[src/rtl/if_id_queue_if.sv]
// if_id_queue_if: fetch-side enqueue and decode-side dequeue signals of the IF/ID instruction queue.
// slave modport is the queue itself; master modport is the fetch/decode side driving it.
interface if_id_queue_if #(
  parameter int DEPTH = 4
) ();
  logic                       flush_i;
  logic                       enq_valid_i;
  logic [31:0]                enq_pc_i;
  logic [31:0]                enq_pc_plus4_i;
  logic [31:0]                enq_instr_i;
  logic                       enq_ready_o;
  logic                       deq_valid_o;
  logic [31:0]                deq_pc_o;
  logic [31:0]                deq_pc_plus4_o;
  logic [31:0]                deq_instr_o;
  logic                       deq_ready_i;
  logic [$clog2(DEPTH+1)-1:0] count_o;
  modport slave (
    input  flush_i, enq_valid_i, enq_pc_i, enq_pc_plus4_i, enq_instr_i, deq_ready_i,
    output enq_ready_o, deq_valid_o, deq_pc_o, deq_pc_plus4_o, deq_instr_o, count_o
  );
  modport master (
    output flush_i, enq_valid_i, enq_pc_i, enq_pc_plus4_i, enq_instr_i, deq_ready_i,
    input  enq_ready_o, deq_valid_o, deq_pc_o, deq_pc_plus4_o, deq_instr_o, count_o
  );
endinterface

[src/rtl/if_id_queue.sv]
// if_id_queue: first-word-fall-through instruction queue between fetch and decode.
// Ports: clk, rst_n (async active-low), q (if_id_queue_if.slave): enqueue tuple
// {pc, pc_plus4, instr} with valid/ready, dequeue head with valid/ready, flush, occupancy.
module if_id_queue #(
  parameter int          DEPTH     = 4,
  parameter logic [31:0] NOP_INSTR = 32'h0000_0013
) (
  input logic         clk,
  input logic         rst_n,
  if_id_queue_if.slave q
);
  localparam int AW = $clog2(DEPTH);
  localparam int CW = $clog2(DEPTH+1);
  logic [95:0]   mem [DEPTH];
  logic [AW-1:0] rd_ptr, wr_ptr;
  logic [CW-1:0] count;
  logic          enq, deq;
  logic [95:0]   head;
  assign q.enq_ready_o    = count != CW'(DEPTH);
  assign q.deq_valid_o    = count != '0;
  assign q.count_o        = count;
  assign enq              = q.enq_valid_i && q.enq_ready_o && !q.flush_i;
  assign deq              = q.deq_valid_o && q.deq_ready_i && !q.flush_i;
  assign head             = mem[rd_ptr];
  assign q.deq_pc_o       = q.deq_valid_o ? head[95:64] : 32'h0;
  assign q.deq_pc_plus4_o = q.deq_valid_o ? head[63:32] : 32'h0;
  assign q.deq_instr_o    = q.deq_valid_o ? head[31:0]  : NOP_INSTR;
  always_ff @(posedge clk or negedge rst_n)
    if (!rst_n) begin
      rd_ptr <= '0;
      wr_ptr <= '0;
      count  <= '0;
    end else if (q.flush_i) begin
      rd_ptr <= '0;
      wr_ptr <= '0;
      count  <= '0;
    end else begin
      rd_ptr <= rd_ptr + AW'(deq);
      wr_ptr <= wr_ptr + AW'(enq);
      count  <= count + CW'(enq) - CW'(deq);
    end
  always_ff @(posedge clk)
    if (enq) mem[wr_ptr] <= {q.enq_pc_i, q.enq_pc_plus4_i, q.enq_instr_i};
endmodule

[src/flat_wrapper.sv]
// flat-port wrapper written by rule: the top's interface ports become plain ports
module if_id_queue_flat 
#(
  parameter int          DEPTH     = 4,
  parameter logic [31:0] NOP_INSTR = 32'h0000_0013
)
  (clk, rst_n, q_flush_i, q_enq_valid_i, q_enq_pc_i, q_enq_pc_plus4_i, q_enq_instr_i, q_deq_ready_i, q_enq_ready_o, q_deq_valid_o, q_deq_pc_o, q_deq_pc_plus4_o, q_deq_instr_o, q_count_o);
  if_id_queue_if #(.DEPTH(DEPTH)) q_i ();
  input logic clk;
  input logic rst_n;
  input wire logic [$bits(q_i.flush_i)-1:0] q_flush_i;
  input wire logic [$bits(q_i.enq_valid_i)-1:0] q_enq_valid_i;
  input wire logic [$bits(q_i.enq_pc_i)-1:0] q_enq_pc_i;
  input wire logic [$bits(q_i.enq_pc_plus4_i)-1:0] q_enq_pc_plus4_i;
  input wire logic [$bits(q_i.enq_instr_i)-1:0] q_enq_instr_i;
  input wire logic [$bits(q_i.deq_ready_i)-1:0] q_deq_ready_i;
  output wire logic [$bits(q_i.enq_ready_o)-1:0] q_enq_ready_o;
  output wire logic [$bits(q_i.deq_valid_o)-1:0] q_deq_valid_o;
  output wire logic [$bits(q_i.deq_pc_o)-1:0] q_deq_pc_o;
  output wire logic [$bits(q_i.deq_pc_plus4_o)-1:0] q_deq_pc_plus4_o;
  output wire logic [$bits(q_i.deq_instr_o)-1:0] q_deq_instr_o;
  output wire logic [$bits(q_i.count_o)-1:0] q_count_o;
  assign q_i.flush_i = q_flush_i;
  assign q_i.enq_valid_i = q_enq_valid_i;
  assign q_i.enq_pc_i = q_enq_pc_i;
  assign q_i.enq_pc_plus4_i = q_enq_pc_plus4_i;
  assign q_i.enq_instr_i = q_enq_instr_i;
  assign q_i.deq_ready_i = q_deq_ready_i;
  assign q_enq_ready_o = q_i.enq_ready_o;
  assign q_deq_valid_o = q_i.deq_valid_o;
  assign q_deq_pc_o = q_i.deq_pc_o;
  assign q_deq_pc_plus4_o = q_i.deq_pc_plus4_o;
  assign q_deq_instr_o = q_i.deq_instr_o;
  assign q_count_o = q_i.count_o;
  if_id_queue #(.DEPTH(DEPTH), .NOP_INSTR(NOP_INSTR)) u_core (.clk(clk), .rst_n(rst_n), .q(q_i));
endmodule
[config.mk]
export PLATFORM = sky130hd
export DESIGN_NAME = if_id_queue_flat
export DESIGN_NICKNAME = d
export VERILOG_FILES = /design/src/rtl/if_id_queue_if.sv /design/src/rtl/if_id_queue.sv /design/src/flat_wrapper.sv
export SDC_FILE = /design/constraint.sdc
export NUM_CORES = 1
export LEC_CHECK = 0
export ABC_AREA = 1
export CAP_MARGIN = 0
export CORE_AREA = 2 2 196 198
export DETAILED_ROUTE_END_ITERATION = 8
export DIE_AREA = 0 0 198 200
export DONT_BUFFER_PORTS = 1
export GPL_ROUTABILITY_DRIVEN = 0
export PLACE_DENSITY_LB_ADDON = 0.05
export SETUP_SLACK_MARGIN = 0.2
export SKIP_CTS_REPAIR_TIMING = 1
export SLEW_MARGIN = 40
export SYNTH_ARGS = -nofsm -noshare
export SYNTH_HDL_FRONTEND = slang
export SYNTH_SLANG_ARGS = --single-unit
[constraint.sdc]
create_clock -name clk -period 5.55 [get_ports clk]
set_input_delay 1.11 -clock clk [delete_from_list [all_inputs] [get_ports clk]]
set_output_delay 1.11 -clock clk [all_outputs]
set_load 0.01 [all_outputs]
* Word-level counts from Yosys, hierarchy flattened
Memory sizes are Yosys's and may differ from the RTL's.
Index checks and enable logic that the tools add are counted.
** Word-level totals
- Memories kept :: 1
- Logic and storage cells :: 23
- Input port bits :: 101
- RAM bits :: 384
- Register bits :: 7
** Operators by class
- Reductions and logical operators :: 6
- Equality and inequality tests :: 1
- Add/subtract/negate cells :: 4
- Muxes and demuxes :: 8
** Memories
- u_core.mem :: depth 4, width 96, rd ports 1, clocked after Yosys merged registers in 0, wr ports 1, RTL line if_id_queue.sv:14 : logic [95:0] mem [DEPTH];
** Operators by type and width (count)
- 32-bit two-way mux :: 3
- 2-bit by 1-bit adder with 2-bit output :: 2
- 1-bit logical AND :: 4
- 2-bit two-way mux :: 2
- 3-bit by 1-bit adder with 3-bit output :: 1
- 3-bit two-way mux :: 1
- 3-bit != test (second input constant) :: 1
- 3-bit nonzero test :: 1
- 3-bit by 1-bit subtractor with 3-bit output :: 1
- 1-bit two-way mux :: 2
- 1-bit zero test :: 1

* Longest topological paths before layout
- Depth in word-level cells :: 6
- Gate-level depth with buffers :: 13

* Least setup slack after synthesis
Ideal clock, no wire load.
- Path type :: input -> register
- From :: input q_flush_i
- To :: memory u_core.mem[0][0] (enable)
- Path slack :: -363 ps
- Library setup time :: 552 ps
- Cell stages on the path :: 3
- Arrival :: 5361 ps
- Cell sequence :: inv_1 nand3_1 nor2_1
** On the way
- Word-level cells in the longest chain between the ends :: 4
** RTL lines
- from (decl) :: RTL line flat_wrapper.sv:11 : input wire logic [$bits(q_i.flush_i)-1:0] q_flush_i;
- 1-bit zero test :: RTL line if_id_queue.sv:22 : assign enq = q.enq_valid_i && q.enq_ready_o && !q.flush_i;
- 1-bit logical AND :: RTL line if_id_queue.sv:22
- 1-bit two-way mux :: RTL line if_id_queue.sv:43 : if (enq) mem[wr_ptr] <= {q.enq_pc_i, q.enq_pc_plus4_i, q.enq_instr_i};
- 1-bit two-way mux (implied by the code) :: RTL line if_id_queue.sv:43
- to (decl) :: RTL line if_id_queue.sv:14
No other way between the ends.

* Worst setup path after layout
- From :: register u_core.rd_ptr[0]
- To :: output q_deq_pc_plus4_o[18]
** On the way
- Word-level cells in the longest chain between the ends :: 2
** RTL lines
- from (decl) :: RTL line if_id_queue.sv:15 : logic [AW-1:0] rd_ptr, wr_ptr;
- from (signal assigned) :: RTL line if_id_queue.sv:38 : rd_ptr <= rd_ptr + AW'(deq);
- memory read 4 x 96 bit
- 32-bit two-way mux :: RTL line if_id_queue.sv:26 : assign q.deq_pc_plus4_o = q.deq_valid_o ? head[63:32] : 32'h0;
- to (decl) :: RTL line flat_wrapper.sv:20 : output wire logic [$bits(q_i.deq_pc_plus4_o)-1:0] q_deq_pc_plus4_o;
No other way between the ends.

==> qor.yml <==
outcome: "complete, no violations"
fin_util_pct: 49.2
drt-initial-drc-count: 439
fin_worst_skew_ns: 0.0135
path_max_fanout: 110
yosys_register_bits: 391
area_growth_pct: 10.9
slew_headroom_pct: 49.7
p_comb_share_pct: 19.7
diodes: 0
htree_levels: 2
num_vias: 9905
slew_violations: 0
hold_viol_final: 0
switching_share_pct: 30.9
vias_per_cell: 4.74
finalCriticalPeriod_ns: 3.93
worst-path-buf-inv: 2
syn_nets: 1664
grt_pass1_vias: 9272
drive_above_1_share_pct: 5.06
clock_latency_ns: 0.56
max-clock-path-buffers: 3
ctsRootBufferMaster: "clkbuf_16"
worstSetupPathType: "flip-flop to output port"
dp_hpwl_mm: 20.2
layout.nets: 1657
grt_pass1_wl_mm: 55.9
endpoint_kind: "output port"
p_clk_share_pct: 34.6
io_buffers: 0
p_leak_nw: 7.81
first_pass_iters: 4
num-fill-cells: 3372
worstPathArrival_ns: 2.82
die_w_um: 198
slowest_stage: "dfrtp_4"
antenna_left: 0
core_um2: 37400
hp-class: "input port to async pin"
setup_viol: 0
tightest_slew_ns: 0.754
ys_warn_count: 0
synth_cell_types: 17
clkSlewWorstSetupHoldPaths_ns: 0.06
path_delay_family: "flip-flops"
start_kind: "flip-flop"
peakVddDrop_mv: 0.246
drc: 0
max_freq_ghz: 0.254
initial_core_util_pct: 44.4
worstPathCellList: "inv_8 -> buf_4 -> nand2_1 -> nand3_1 -> a21oi_1"
cts_sinks: 391
antenna_found_initial: 0
syn_avg_cell_area_um2: 10.7
synthesis.area_um2: 16600
fp.dieArea_um2: 39600
yosysSeqAreaShare_pct: 70.5
powerDensity_nw_per_um2: 412
cp.depth: 5
place_ws_ns: 2.11
rsz0062_at_grt: "false"
netlist_instances: 1558
reg2regPathDepth: 6
track_usage_pct: 18.9
grt_overflow: 0
rows: 71
wl_mm: 37.2
fin_crit_sh_pct: 70.9
setup_ws_ns: 1.62
max_cap_violations: 0
die_h_um: 200
grt_max_degree: 111
cts_buffers: 43
netSwitchingPower_mw: 2.34
seq_power_share_pct: 45.7
cts_tree: "yes"
cpPeakStageDelay_ns: 0.81
worstPathRequired_ns: 4.44
internal_power_mw: 5.25
ioPinCount: 202
avgRoutedWirePerCell_um: 17.8
hold_ws_ns: 0.241
==> flip-flops by register name, summed over array words and instances, names as in the netlist <==
register	flops
u_core.q.count_o	3
u_core.rd_ptr	2
u_core.wr_ptr	2
u_core.mem	384
==> metal layers <==
layer,vias up,routed length (um),GRT usage (%)
met5,-,0,0
met4,0,703,5.10
met3,52,2710,6.32
met2,207,17900,31.3
met1,4714,15900,24.1
li1,4932,-,-
==> stage by stage <==
step	setup TNS, ns	cells	area [um2]	power (mW)
after global placement	0	2015	17100	5.05
after detailed placement	0	2016	17100	5.07
after floorplan	-139.33	1558	16600	4.64
after CTS	0	2090	18400	7.71
after global routing	0	2091	18400	7.97
final	0	2091	18400	7.59
==> cell usage in the layout (no fill, tap or decap), drive strengths merged <==
| master | synthesis | routed |
|---|---|---|
| fa | 1 | 1 |
| ha | 4 | 4 |
| o21ai | 1 | 1 |
| clkbuf | 15 | 62 |
| dfrtp | 7 | 7 |
| nor2 | 12 | 12 |
| xnor2 | 1 | 1 |
| nand3 | 195 | 195 |
| a21oi | 95 | 95 |
| inv | 387 | 387 |
| edfxtp | 384 | 384 |
| bufinv | 0 | 1 |
| clkinv | 0 | 11 |
| buf | 58 | 21 |
| nand2 | 398 | 398 |
==> cells by family (layout without fill, tap and decap cells) <==
logic type      count (synthesis)  in the layout  share of synthesized area (%)
simple gates                  605            605                           15.2
buf+inv                       460            482                           11.0
flops                         391            391                           70.5
compound gates                 96             96                           2.89
fa+ha+maj                       5              5                          0.422
xor+xnor                        1              1                         0.0527
==> Yosys cell counts, drive strengths merged <==
library cell	number	share of area, %
nand2	398	9.0
inv	387	8.7
edfxtp	384	69
nand3	195	5.9
a21oi	95	2.9
buf	58	1.9
clkbuf	15	0.34
nor2	12	0.29
dfrtp	7	1.1
ha	4	0.30
fa	1	0.12
o21ai	1	0.030
xnor2	1	0.053
==> power groups by stage <==
stage          sequential [mW]  clock, mW  combinational, mW
4_1_cts                   3.47       2.70               1.55
3_5_place_dp              3.53          0               1.54
3_3_place_gp              3.53          0               1.53
6_report                  3.46       2.63               1.49
5_1_grt                   3.48       2.81               1.68
2_1_floorplan             3.50          0               1.14
==> worst paths after layout <==
check	endpoint	start	slack [ns]
max reg2reg	u_core.mem[0][10]	u_core.q.count_o[0]	2.71
min	u_core.wr_ptr[1]	rst_n	0.24
min in group clk	u_core.wr_ptr[1]	u_core.wr_ptr[1]	0.59
min reg2reg	u_core.wr_ptr[1]	u_core.wr_ptr[1]	0.59
max	q_deq_pc_plus4_o[18]	u_core.rd_ptr[0]	1.62
max in group asynchronous	u_core.rd_ptr[0]	rst_n	5.23
==> final cells by class <==
cell class,count,area [um2],area share [%]
Tap cell,511,639,3.47
Inverter,387,1470,7.95
Sequential cell,391,11700,63.6
Clock buffer,62,1200,6.51
Clock inverter,12,78.8,0.428
Timing Repair Buffer,21,210,1.14
Multi-Input combinational cell,707,3110,16.9
Power figures use the tool's default switching activity.
